<file path="src/rtl/mem_io_arbiter_pkg.sv">
// mem_io_pkg: shared types and constants for the memory/IO port arbiter.
//   state_e          arbiter FSM states
//   IO_PAGE_DEFAULT  addr[31:16] value that selects IO space
//   IO_*             memory-mapped IO register addresses
//   REQ_CPU/REQ_LDR  requester ids (also bit positions in request vectors)
//   is_io()          IO-page decode helper
package mem_io_pkg;

    typedef enum logic [1:0] {
        IDLE   = 2'd0,
        ACCESS = 2'd1,
        HOLD   = 2'd2
    } state_e;

    localparam logic [15:0] IO_PAGE_DEFAULT = 16'hFFFF;

    localparam logic [31:0] IO_LED0   = 32'hFFFF_0000;
    localparam logic [31:0] IO_LED1   = 32'hFFFF_0004;
    localparam logic [31:0] IO_SW0    = 32'hFFFF_0008;
    localparam logic [31:0] IO_SW1    = 32'hFFFF_000C;
    localparam logic [31:0] IO_BTN_LO = 32'hFFFF_0010;
    localparam logic [31:0] IO_BTN_HI = 32'hFFFF_001C;
    localparam logic [31:0] IO_SEG    = 32'hFFFF_0020;

    localparam logic REQ_CPU = 1'b0;
    localparam logic REQ_LDR = 1'b1;

    function automatic logic is_io(input logic [15:0] page, input logic [15:0] io_page);
        return page == io_page;
    endfunction

endpackage

</file>
<file path="src/rtl/mem_io_arbiter_rr_arb2.sv">
// rr_arb2: two-input round-robin picker.
//   clk_i, rst_i  clock, async active-high reset
//   req_i[1:0]    eligible requests (bit REQ_CPU, bit REQ_LDR)
//   upd_i         commit the current pick as the last grant
//   gnt_o[1:0]    one-hot pick (combinational), zero when no request
// The pointer remembers the last granted requester; on a tie the other one
// wins. Reset points at the loader so the CPU wins the first tie.
module rr_arb2
    import mem_io_pkg::*;
(
    input  logic       clk_i,
    input  logic       rst_i,
    input  logic [1:0] req_i,
    input  logic       upd_i,
    output logic [1:0] gnt_o
);

    logic last_q;

    always_comb begin
        gnt_o = req_i;
        if (req_i == 2'b11) begin
            gnt_o = (last_q == REQ_LDR) ? 2'b01 : 2'b10;
        end
    end

    always_ff @(posedge clk_i or posedge rst_i) begin
        if (rst_i) begin
            last_q <= REQ_LDR;
        end else if (upd_i && (|gnt_o)) begin
            last_q <= gnt_o[REQ_LDR];
        end
    end

endmodule

</file>
<file path="src/rtl/mem_io_arbiter.sv">
// mem_io_arbiter: shares the data-memory / memory-mapped-IO port between the
// CPU load/store stage and the UART loader.
//   clk, rst                 clock, async active-high reset
//   ldr_mode                 loader owns the port, CPU requests ignored
//   cpu_* / ldr_*            requester side: req/we/addr/wdata in,
//                            gnt/rvalid pulses and held rdata out
//   MemRead/MemWrite/ioRead/ioWrite, addr_out, wdata_out, rdata_in
//                            memory/IO unit side
//   busy                     FSM not idle
// IDLE arbitrates, ACCESS issues the strobe (gnt pulses here), reads then sit
// in HOLD for RD_LAT cycles. Read data is captured on the last strobe cycle
// and returned with rvalid the following cycle, when the FSM is already IDLE.
module mem_io_arbiter
    import mem_io_pkg::*;
#(
    parameter int          ADDR_W  = 32,
    parameter int          DATA_W  = 32,
    parameter int          RD_LAT  = 1,
    parameter logic [15:0] IO_PAGE = IO_PAGE_DEFAULT
) (
    input  logic              clk,
    input  logic              rst,
    input  logic              ldr_mode,
    input  logic              cpu_req,
    input  logic              cpu_we,
    input  logic [ADDR_W-1:0] cpu_addr,
    input  logic [DATA_W-1:0] cpu_wdata,
    output logic              cpu_gnt,
    output logic              cpu_rvalid,
    output logic [DATA_W-1:0] cpu_rdata,
    input  logic              ldr_req,
    input  logic              ldr_we,
    input  logic [ADDR_W-1:0] ldr_addr,
    input  logic [DATA_W-1:0] ldr_wdata,
    output logic              ldr_gnt,
    output logic              ldr_rvalid,
    output logic [DATA_W-1:0] ldr_rdata,
    output logic              MemRead,
    output logic              MemWrite,
    output logic              ioRead,
    output logic              ioWrite,
    output logic [ADDR_W-1:0] addr_out,
    output logic [DATA_W-1:0] wdata_out,
    input  logic [DATA_W-1:0] rdata_in,
    output logic              busy
);

    localparam logic [2:0] RD_LAT_C = 3'(RD_LAT);

    state_e            state_q;
    logic [2:0]        cnt_q;
    logic              owner_q, we_q;
    logic              mrd_q, mwr_q, iord_q, iowr_q;
    logic              cpu_gnt_q, ldr_gnt_q, cpu_rv_q, ldr_rv_q;
    logic [ADDR_W-1:0] addr_q;
    logic [DATA_W-1:0] wdata_q, cpu_rdata_q, ldr_rdata_q;

    logic [1:0]        elig, pick;
    logic              sel_we, sel_io, rd_done;
    logic [ADDR_W-1:0] sel_addr;
    logic [DATA_W-1:0] sel_wdata;

    // Only IDLE arbitrates; the pointer moves only when a grant is taken.
    assign elig[REQ_CPU] = cpu_req && !ldr_mode;
    assign elig[REQ_LDR] = ldr_req;

    rr_arb2 u_arb (
        .clk_i (clk),
        .rst_i (rst),
        .req_i (elig),
        .upd_i (state_q == IDLE),
        .gnt_o (pick)
    );

    assign sel_we    = pick[REQ_LDR] ? ldr_we    : cpu_we;
    assign sel_addr  = pick[REQ_LDR] ? ldr_addr  : cpu_addr;
    assign sel_wdata = pick[REQ_LDR] ? ldr_wdata : cpu_wdata;
    assign sel_io    = is_io(sel_addr[ADDR_W-1 -: 16], IO_PAGE);

    // Last cycle a read strobe is high: sample rdata_in at its end.
    assign rd_done = !we_q &&
                     (((state_q == ACCESS) && (RD_LAT_C == 3'd0)) ||
                      ((state_q == HOLD) && (cnt_q == RD_LAT_C)));

    always_ff @(posedge clk or posedge rst) begin
        if (rst) begin
            state_q     <= IDLE;
            cnt_q       <= '0;
            owner_q     <= REQ_CPU;
            we_q        <= 1'b0;
            mrd_q       <= 1'b0;
            mwr_q       <= 1'b0;
            iord_q      <= 1'b0;
            iowr_q      <= 1'b0;
            cpu_gnt_q   <= 1'b0;
            ldr_gnt_q   <= 1'b0;
            cpu_rv_q    <= 1'b0;
            ldr_rv_q    <= 1'b0;
            addr_q      <= '0;
            wdata_q     <= '0;
            cpu_rdata_q <= '0;
            ldr_rdata_q <= '0;
        end else begin
            cpu_gnt_q <= 1'b0;
            ldr_gnt_q <= 1'b0;
            cpu_rv_q  <= 1'b0;
            ldr_rv_q  <= 1'b0;
            unique case (state_q)
                IDLE: begin
                    if (|pick) begin
                        state_q   <= ACCESS;
                        cnt_q     <= '0;
                        owner_q   <= pick[REQ_LDR];
                        we_q      <= sel_we;
                        addr_q    <= sel_addr;
                        wdata_q   <= sel_wdata;
                        mrd_q     <= !sel_we && !sel_io;
                        mwr_q     <=  sel_we && !sel_io;
                        iord_q    <= !sel_we &&  sel_io;
                        iowr_q    <=  sel_we &&  sel_io;
                        cpu_gnt_q <= pick[REQ_CPU];
                        ldr_gnt_q <= pick[REQ_LDR];
                    end
                end
                ACCESS: begin
                    if (we_q || rd_done) begin
                        state_q <= IDLE;
                        {mrd_q, mwr_q, iord_q, iowr_q} <= '0;
                    end else begin
                        state_q <= HOLD;
                        cnt_q   <= 3'd1;
                    end
                end
                HOLD: begin
                    if (rd_done) begin
                        state_q <= IDLE;
                        {mrd_q, mwr_q, iord_q, iowr_q} <= '0;
                    end else begin
                        cnt_q <= cnt_q + 3'd1;
                    end
                end
                default: begin
                    state_q <= IDLE;
                    {mrd_q, mwr_q, iord_q, iowr_q} <= '0;
                end
            endcase
            if (rd_done) begin
                if (owner_q == REQ_LDR) begin
                    ldr_rv_q    <= 1'b1;
                    ldr_rdata_q <= rdata_in;
                end else begin
                    cpu_rv_q    <= 1'b1;
                    cpu_rdata_q <= rdata_in;
                end
            end
        end
    end

    assign cpu_gnt    = cpu_gnt_q;
    assign ldr_gnt    = ldr_gnt_q;
    assign cpu_rvalid = cpu_rv_q;
    assign ldr_rvalid = ldr_rv_q;
    assign cpu_rdata  = cpu_rdata_q;
    assign ldr_rdata  = ldr_rdata_q;
    assign MemRead    = mrd_q;
    assign MemWrite   = mwr_q;
    assign ioRead     = iord_q;
    assign ioWrite    = iowr_q;
    assign addr_out   = addr_q;
    assign wdata_out  = wdata_q;
    assign busy       = (state_q != IDLE);

endmodule
</file>
<file path="config.mk">
export PLATFORM = sky130hd
export DESIGN_NAME = mem_io_arbiter
export DESIGN_NICKNAME = d
export VERILOG_FILES = /design/src/rtl/mem_io_arbiter_pkg.sv /design/src/rtl/mem_io_arbiter_rr_arb2.sv /design/src/rtl/mem_io_arbiter.sv
export SDC_FILE = /design/constraint.sdc
export NUM_CORES = 1
export LEC_CHECK = 0
export CAP_MARGIN = 40
export CELL_PAD_IN_SITES_DETAIL_PLACEMENT = 2
export CELL_PAD_IN_SITES_GLOBAL_PLACEMENT = 2
export CORE_UTILIZATION = 24
export CTS_CLUSTER_DIAMETER = 120
export DETAILED_ROUTE_END_ITERATION = 8
export PLACE_DENSITY = 0.87
export SETUP_SLACK_MARGIN = 0.02
export SYNTH_ARGS = -nofsm -noshare
export SYNTH_HDL_FRONTEND = slang
export SYNTH_SLANG_ARGS = --single-unit
</file>
<file path="constraint.sdc">
create_clock -name clk -period 5.73 [get_ports clk]
set_input_delay 0.573 -clock clk [delete_from_list [all_inputs] [get_ports clk]]
set_output_delay 0.573 -clock clk [all_outputs]
set_load 0.005 [all_outputs]
</file>
* After elaboration in Yosys (flattened, before gate mapping)
Index checks and enable logic that the tools add are counted.
** Storage, ports and cells
- Register bits :: 144
- Bits in latches :: 0
- Memory bits (writable) :: 0
- ROM bits :: 0
- Input port bits :: 167
- Output and inout port bits :: 137
- Logic and storage cells :: 83
- Memories kept :: 0
** Operators by class
- Add/sub/neg operators :: 1
- Multiply operators :: 0
- Divide/modulo/power cells :: 0
- Magnitude comparators :: 0
- Equal/unequal tests :: 10
- Shifts and indexed selects :: 0
- Mux-type cells :: 31
- Bitwise logic cells :: 1
- Reduce and logical (&&, ||, !) cells :: 23
** Operator list (count)
- $mux 32 :: 2
- $eq 16x16->1 const B :: 1
- $mux 1 :: 15
- $pmux 1 s3 :: 4
- $mux 2 :: 5
- $mux 3 :: 3
- $pmux 3 s3 :: 1
- $logic_and 1x1->1 :: 8
- $ne 2x2->1 const B :: 4
- $reduce_and 2->1 :: 4
- $pmux 2 s3 :: 1
- $eq 2x2->1 const B :: 2
- $logic_not 1->1 :: 4
- $reduce_and 4->1 :: 1
- $add 3x1->3 const B :: 1
- $eq 3x1->1 const B :: 1
- $reduce_and 3->1 :: 1
- $reduce_bool 3->1 :: 1
- $eq 2x1->1 const B :: 1
- $logic_not 2->1 :: 1
- $ne 2x1->1 const B :: 1
- $reduce_bool 2->1 :: 1
- $reduce_or 2->1 :: 1
- $logic_or 1x1->1 :: 1
- $not 1->1 :: 1

* Depth between registers and ports, before layout
Gate-level depths: netlist (run 1).
- Word-level depth :: 10
- Gate-level depth with buffers :: 8
- Gate-level depth less buffers :: 6

* By module
From an unflattened synthesis (run 1), not the netlist that was laid out.
** Unflattened totals
- Cells, all modules :: 576
- Area total of the unflattened synthesis :: 6182.2 µm²
** Modules (own cells, without submodules)
- mem_io_arbiter :: instances 1, cells an instance 569, area each 6122.1 µm², seq. area each 3578.4 µm²
- rr_arb2 :: instances 1, cells an instance 7, area each 60.1 µm², seq. area each 26.3 µm²

* Worst setup path after synthesis (run 1)
Ideal clock, no wire load.
- Path kind :: register -> register
- From :: register state_q[0]
- To :: register cpu_rdata_q[10] (netlist: cpu_rdata[10])
- Setup time :: 0.125 ns
- Arrival time :: 1.680 ns
- Data required time :: 5.605 ns
- Slack :: 3.925 ns
- Stages on the path, launching flop included :: 7
- Buffers on the path :: 1
- Period minus slack after synthesis :: 1.805 ns
- Path through :: dfrtp_1 > inv_1 > ha_1 > nand3b_2 > nor3_2 > buf_6 > mux2_2
** On the way
- Longest elaborated chain between the ends :: 4
** RTL lines
- start: declaration :: RTL line mem_io_arbiter.sv:50 : state_e state_q;
- start signal: assignment :: RTL line mem_io_arbiter.sv:87 : state_q <= IDLE;
- start signal: assignment :: RTL line mem_io_arbiter.sv:111 : state_q <= ACCESS;
- start signal: assignment :: RTL line mem_io_arbiter.sv:127 : state_q <= IDLE;
- $eq 2x2->1 :: RTL line mem_io_arbiter.sv:83 : ((state_q == HOLD) && (cnt_q == RD_LAT_C)));
- $logic_and 1x1->1 :: RTL line mem_io_arbiter.sv:83
- $logic_and 1x1->1 :: RTL line mem_io_arbiter.sv:81 : assign rd_done = !we_q &&
- $reduce_and 2->1 (no source line)
- end signal: assignment :: RTL line mem_io_arbiter.sv:153 : cpu_rdata_q <= rdata_in;
- end: declaration :: RTL line mem_io_arbiter.sv:56 : logic [DATA_W-1:0] wdata_q, cpu_rdata_q, ldr_rdata_q;
Every way passes these cells.
A chain may end at the register's enable or synchronous reset.

* Worst setup path after layout (run 1)
- From :: input cpu_req
- To :: register mwr_q (netlist: MemWrite)
** On the way
- Longest elaborated chain between the ends :: 9
- Elaborated cells between the ends (all ways) :: 13
- Classes of those cells :: eq/ne (3); mux (5); reduce/logical (5)
** RTL lines
- start: declaration :: RTL line mem_io_arbiter.sv:24 : input logic cpu_req,
- $logic_and 1x1->1 (*) :: RTL line mem_io_arbiter.sv:64 : assign elig[REQ_CPU] = cpu_req && !ldr_mode;
- $eq 2x2->1 :: RTL line mem_io_arbiter_rr_arb2.sv:22 : if (req_i == 2'b11) begin
- $mux 2 (*) :: RTL line mem_io_arbiter_rr_arb2.sv:22
- $mux 32 :: RTL line mem_io_arbiter.sv:76 : assign sel_addr = pick[REQ_LDR] ? ldr_addr : cpu_addr;
- $eq 16x16->1 :: RTL line mem_io_arbiter_pkg.sv:29 : return page == io_page;
- $logic_not 1->1 :: RTL line mem_io_arbiter.sv:118 : mwr_q <= sel_we && !sel_io;
- $logic_and 1x1->1 :: RTL line mem_io_arbiter.sv:118
- $mux 1 :: RTL line mem_io_arbiter.sv:110 : if (|pick) begin
- $pmux 1 s3 :: RTL line mem_io_arbiter.sv:108 : unique case (state_q)
- end signal: assignment :: RTL line mem_io_arbiter.sv:118
- end: declaration :: RTL line mem_io_arbiter.sv:53 : logic mrd_q, mwr_q, iord_q, iowr_q;
Every way passes the cells marked *; elsewhere a longest branch is shown, timed or not. The select of a mux whose other input is x is not followed.

==> metrics, run 1 <==
Max IR drop VDD=0.183 mV; maximum clock path buffer count=2; drt first-iter violations=185; measured slew at the worst slew-check pin=806 ps; nature of the critical path startpoint=primary input; register bit total from synthesis=144; number of vias in the routed layout=5600; largest net degree at the start of global routing=72; FP Rows=58; Final Slew Violations=0; slack of the worst reg-to-reg path=3320 ps; number of global-route vias before repair=6247; number of nets in the finished design=1041; Horiz. Die Dim=163 µm; count of TritonRoute iterations in the first routing pass=4; Netlist Area Pre-Place=6200 µm²; warning count from the yosys run=0; CTS tree=yes; number of antenna violations at the first check in global routing=0; # diodes=0; asr flop ratio synth=1.00; number of top-level design ports=304; buffers plus inverters on the worst setup path=2; most frequent cells in the layout=sky130_fd_sc_hd__clkdlybuf4s50_1, sky130_fd_sc_hd__dfrtp_1, sky130_fd_sc_hd__nand2_1; largest fanout on the critical path=42; Place WS=2430 ps; number of cells in the finished layout apart from fillers=1211; leading cell type in the layout, fill and taps excluded=sky130_fd_sc_hd__clkdlybuf4s50_1; number of setup buffers added after CTS=0; Syn Inst Count=574; depth of the worst register-to-register path=4; data arrival time at the worst-slack endpoint=3130 ps; sequential share of the synthesized area=0.581; final setup skew=11.9 ps; worst-case setup margin in the final layout=2960 ps; Worst slew margin=0.463; required time at the worst-slack endpoint=6090 ps; worst min-delay path category=in -> async; area of the die=26500 µm²; initial core utilization=0.246; clock latency at the later pin of the worst-skew pair=430 ps; number of flops mapped to enable cells by yosys=0; Peak Freq=0.361 GHz; RSZ-0062 raised after global routing=no; Crit path largest cell delay=600 ps; overall die height=163 µm; total clock buffers created by CTS=17; H-Tree Level Count=4; cell family contributing the most delay on the critical path=buffers and inverters; area of the core=25300 µm²; Worst R2R End=MemWrite; number of inserted filler cells in the final layout=2706; layout overhead on the synthesized area=63.6%; cells resized by post-CTS repair=0; summed area of non-filler cells in the final layout=10100 µm²; final total negative setup slack=0 ps; clock period minus final worst setup slack=2770 ps; clock sink count=144; synth unique cells=41; post-DP HPWL=17.1 mm; share of post-route cells with drive strength above 1=0.129; final hold violations=0; Residual DRC=0; syn avg cell area=10.8 µm²; area of placed instances=9530 µm²; number of hold buffers added after cts=0; All-Layer GR Usage=0.179; clock tree root driver cell=sky130_fd_sc_hd__clkbuf_16; Worst setup EP type=flip-flop; leading register cell type out of synthesis=sky130_fd_sc_hd__dfrtp_1; reg-to-reg critical path startpoint=u_arb.last_q; drt wl/cell=19.3 µm; outcome=completed; CP cell instances=clkdlybuf4s50_1 > nor2b_4 > a21o_2 > buf_4 > mux2i_1 > a32o_1; net count after synthesis=747; power per cell area=487 nW/µm²; Static Leakage=4.26 nW; endpoints failing setup=0; # Max-Cap Violations=0; wire length after detailed routing=23.4 mm; Slowest-stage cell, CP=sky130_fd_sc_hd__a21o_2; final global-route overflow total=0; via density per instance=4.62; gpl congestion=0.719; ANT nets after route=0; instance count after placement with tap cells included=1179; clock slew at reported path FFs=70 ps; portion of the clock cycle consumed by the worst path in the final layout=0.484; # port buffers=303; first-pass GRT wire length=35.8 mm; type of the worst setup path=in -> reg
[metal layers]
metal / share of wire / GRT usage
met4: 0.014 / 0.0548
met3: 0.092 / 0.0708
met5: 0 / 0
met2: 0.51 / 0.320
met1: 0.38 / 0.192
[flip-flops by register name (all words and copies together) (netlist names), 2 cells and up]
signal	flops
addr_out	32
cnt_q	3
cpu_rdata	32
ldr_rdata	32
state_q	2
wdata_out	32
[power breakdown]
group	internal (mW)	total, mW	switching [mW]
registers	1.48	1.77	0.292
clock network	0.702	1.20	0.496
logic	1.19	1.98	0.784
total	3.37	4.95	1.57
[synth_stat cells, drive strengths merged, types with 3 or more instances]
cell    count  area, µm²
dfrtp     143       3580
nand2     132        498
nor2       70        263
mux2       66        747
a31oi      64        400
buf        25        188
clkbuf     10       37.5
inv        10       37.5
nand4       8       50.1
o21ai       8       40.0
ha          6       75.1
a21o        3       22.5
mux2i       3       30.0
[stage by stage]
step | power [mW] | hold WS [ps] | utilization
floorplan | 2.46 | 489 | -
global placement | 3.66 | 486 | 0.375
detailed placement | 3.79 | 496 | 0.377
CTS | 5.05 | 447 | 0.402
global route | 5.26 | 465 | 0.402
finish | 4.95 | 461 | 0.402
[kinds of logic (layout without fill, tap and decap cells)]
logic type,Yosys count,in the layout,share of synthesized area
and+or+nand+nor,225,225,0.149
AOI/OAI and AO/OA,85,85,0.0900
DFF,144,144,0.581
muxes,69,69,0.125
adders and majority gates,6,6,0.0121
buffers and inverters,45,352,0.0424
[cell type report]
type / instances / area [µm²] / share of cell area
sequential: 144 / 3600 / 0.355
clock inverter: 14 / 191 / 0.0189
inverter: 10 / 42.5 / 0.00419
multi-input combinational: 385 / 2350 / 0.232
timing repair buffer: 310 / 3120 / 0.307
clock buffer: 18 / 429 / 0.0423
tap: 330 / 413 / 0.0407
[worst max path at each step]
| stage | start | endpoint | depth (start not counted) | slack (ps) |
|---|---|---|---|---|
| 2_1_floorplan | rst | MemRead | 1 | 1290 |
| 3_3_place_gp | cpu_req | MemRead | 6 | 2550 |
| 3_5_place_dp | cpu_req | MemWrite | 6 | 2430 |
| 4_1_cts | cpu_req | MemWrite | 6 | 2880 |
| 5_1_grt | cpu_req | MemWrite | 6 | 2730 |
| 6_report | cpu_req | MemWrite | 6 | 2960 |
Note: power is estimated with default switching activity, not from simulation.
==> inputs of run 2 (changes only) <==
CORE_UTILIZATION = 21   (was 24)
PLACE_DENSITY = 0.81   (was 0.87)
clock period = 2.45 ns   (was 5.73 ns; I/O delays follow)
==> run 2 against run 1 <==
Clock-buffer cell count decreased by 1. Worst setup slack got worse by 2600 ps. Sequential power increased by 130%. Via count about the same.
==> metrics, run 2 (synthesized netlist as in run 1, its figures left out) <==
endpoints failing setup=0 (unchanged); Worst R2R End=ldr_rdata[0]; number of setup buffers added after CTS=0 (unchanged); Residual DRC=0 (unchanged); depth of the worst register-to-register path=7 (+3); drt wl/cell=18.6 µm (-3.8%); clock tree root driver cell=sky130_fd_sc_hd__clkbuf_16; number of global-route vias before repair=6316 (+1.1%); Peak Freq=0.484 GHz; via density per instance=4.41 (-4.6%); H-Tree Level Count=4 (unchanged); # diodes=0 (unchanged); final setup skew=14.1 ps (+2.21 ps); layout overhead on the synthesized area=65.2%; RSZ-0062 raised after global routing=no; first-pass GRT wire length=36.9 mm (+3.0%); wire length after detailed routing=23.6 mm (+0.85%); outcome=completed; worst min-delay path category=in -> async; Worst setup EP type=primary output; number of top-level design ports=304 (unchanged); number of nets in the finished design=1046 (+0.48%); type of the worst setup path=reg -> out; power per cell area=1100 nW/µm² (+130%); final hold violations=0 (unchanged); reg-to-reg critical path startpoint=state_q[0]; largest net degree at the start of global routing=61 (-15%); gpl congestion=0.734 (+2.2%); leading cell type in the layout, fill and taps excluded=sky130_fd_sc_hd__clkdlybuf4s50_1; FP Rows=62 (+6.9%); final total negative setup slack=0 ps (unchanged); drt first-iter violations=146 (-21%); Worst slew margin=0.563 (+0.100); All-Layer GR Usage=0.159 (-0.0199); Slowest-stage cell, CP=sky130_fd_sc_hd__clkdlybuf4s50_1; total clock buffers created by CTS=17 (unchanged); Max IR drop VDD=0.339 mV (+85%); clock slew at reported path FFs=70 ps (about the same); area of the die=30200 µm² (+14%); Most common cell on crit path=sky130_fd_sc_hd__inv_1; nature of the critical path startpoint=flip-flop; overall die height=174 µm (+6.8%); # port buffers=303 (unchanged); required time at the worst-slack endpoint=2200 ps (-3890 ps); area of the core=28900 µm² (+14%); measured slew at the worst slew-check pin=654 ps (-152 ps); final global-route overflow total=0 (unchanged); number of hold buffers added after cts=0 (unchanged); post-DP HPWL=18.1 mm (+5.7%); Worst setup endpoint=busy; maximum clock path buffer count=2 (unchanged); data arrival time at the worst-slack endpoint=1820 ps (-1310 ps); initial core utilization=0.215 (-0.0307); clock period minus final worst setup slack=2060 ps; portion of the clock cycle consumed by the worst path in the final layout=0.843; largest fanout on the critical path=5 (-88%); Crit path largest cell delay=530 ps (-70 ps); # Max-Cap Violations=0 (unchanged); most frequent cells in the layout=sky130_fd_sc_hd__clkdlybuf4s50_1, sky130_fd_sc_hd__dfrtp_1, sky130_fd_sc_hd__nand2_1; number of vias in the routed layout=5599 (-0.018%); clock latency at the later pin of the worst-skew pair=410 ps (-20 ps); CTS tree=yes; smallest hold slack=215 ps (-245 ps); count of TritonRoute iterations in the first routing pass=4 (unchanged); Final Slew Violations=0 (unchanged); clock sink count=144 (unchanged); ANT nets after route=0 (unchanged); cells resized by post-CTS repair=0 (unchanged); Static Leakage=4.25 nW (-0.15%); start point of the critical path=state_q[0]; share of post-route cells with drive strength above 1=0.134 (+0.00506); Horiz. Die Dim=174 µm (+6.8%); CP cell instances=inv_1 > ha_1 > inv_1 > clkdlybuf4s50_1; number of antenna violations at the first check in global routing=0 (unchanged); slack of the worst reg-to-reg path=540 ps (-2780 ps)
run 2: cell types whose count changed in the layout (fill, tap and decap cells not counted), sizes merged:
cell      change
clkbuf        -1
inv           -2
buf           +5
bufinv        -3
clkinvlp      +5
run 2: per-layer routing:
metal  up-vias  wire (µm)  global-route usage
li1       2565          -                   -
met1      2771       9400               0.178
met2       241      11600               0.275
met3        22       2110              0.0612
met4         0        420              0.0519
met5         -          0                   0
run 2: where the power goes:
| group | switching, mW | internal, mW |
|---|---|---|
| clock network | 1.18 | 1.33 |
| logic | 1.84 | 2.86 |
| registers | 0.658 | 3.46 |
run 2: worst max-delay path: cells and delay by family (launching register included):
kind | cells | cell delay, ps
buf+inv | 3 | 770
flops | 1 | 400
fa+ha+maj | 1 | 250
run 2: layout make-up:
cell class | instances | area (µm²)
flip-flops and latches | 144 | 3600
repair buffers | 315 | 3220
multi-input cells | 385 | 2350
inverters | 10 | 41.3
clock inverters | 14 | 125
clock buffers | 17 | 425
fillers | 3100 | 18600
well taps | 384 | 480
run 2: metrics by stage:
step | area, µm² | setup slack [ps] | std cells | utilization | total power, mW
6_report | 10300 | 385 | 1269 | 0.355 | 11.3
5_1_grt | 10300 | 296 | 1269 | 0.355 | 12.1
4_1_cts | 10300 | 344 | 1269 | 0.355 | 11.6
3_5_place_dp | 9700 | 282 | 1238 | 0.336 | 8.97
3_3_place_gp | 9700 | 346 | 1238 | 0.336 | 8.69
2_1_floorplan | 6210 | 401 | 574 | - | 5.76
run 2: worst min-delay path by stage:
stage | cells after the start | end | slack, ps
after floorplan | 2 | addr_out[0] | 390
after global placement | 1 | ldr_rdata[3] | 490
after detailed placement | 1 | cpu_rdata[15] | 500
after CTS | 2 | ldr_rdata[7] | 200
after global routing | 2 | ldr_rdata[7] | 230
final | 2 | ldr_rdata[7] | 220
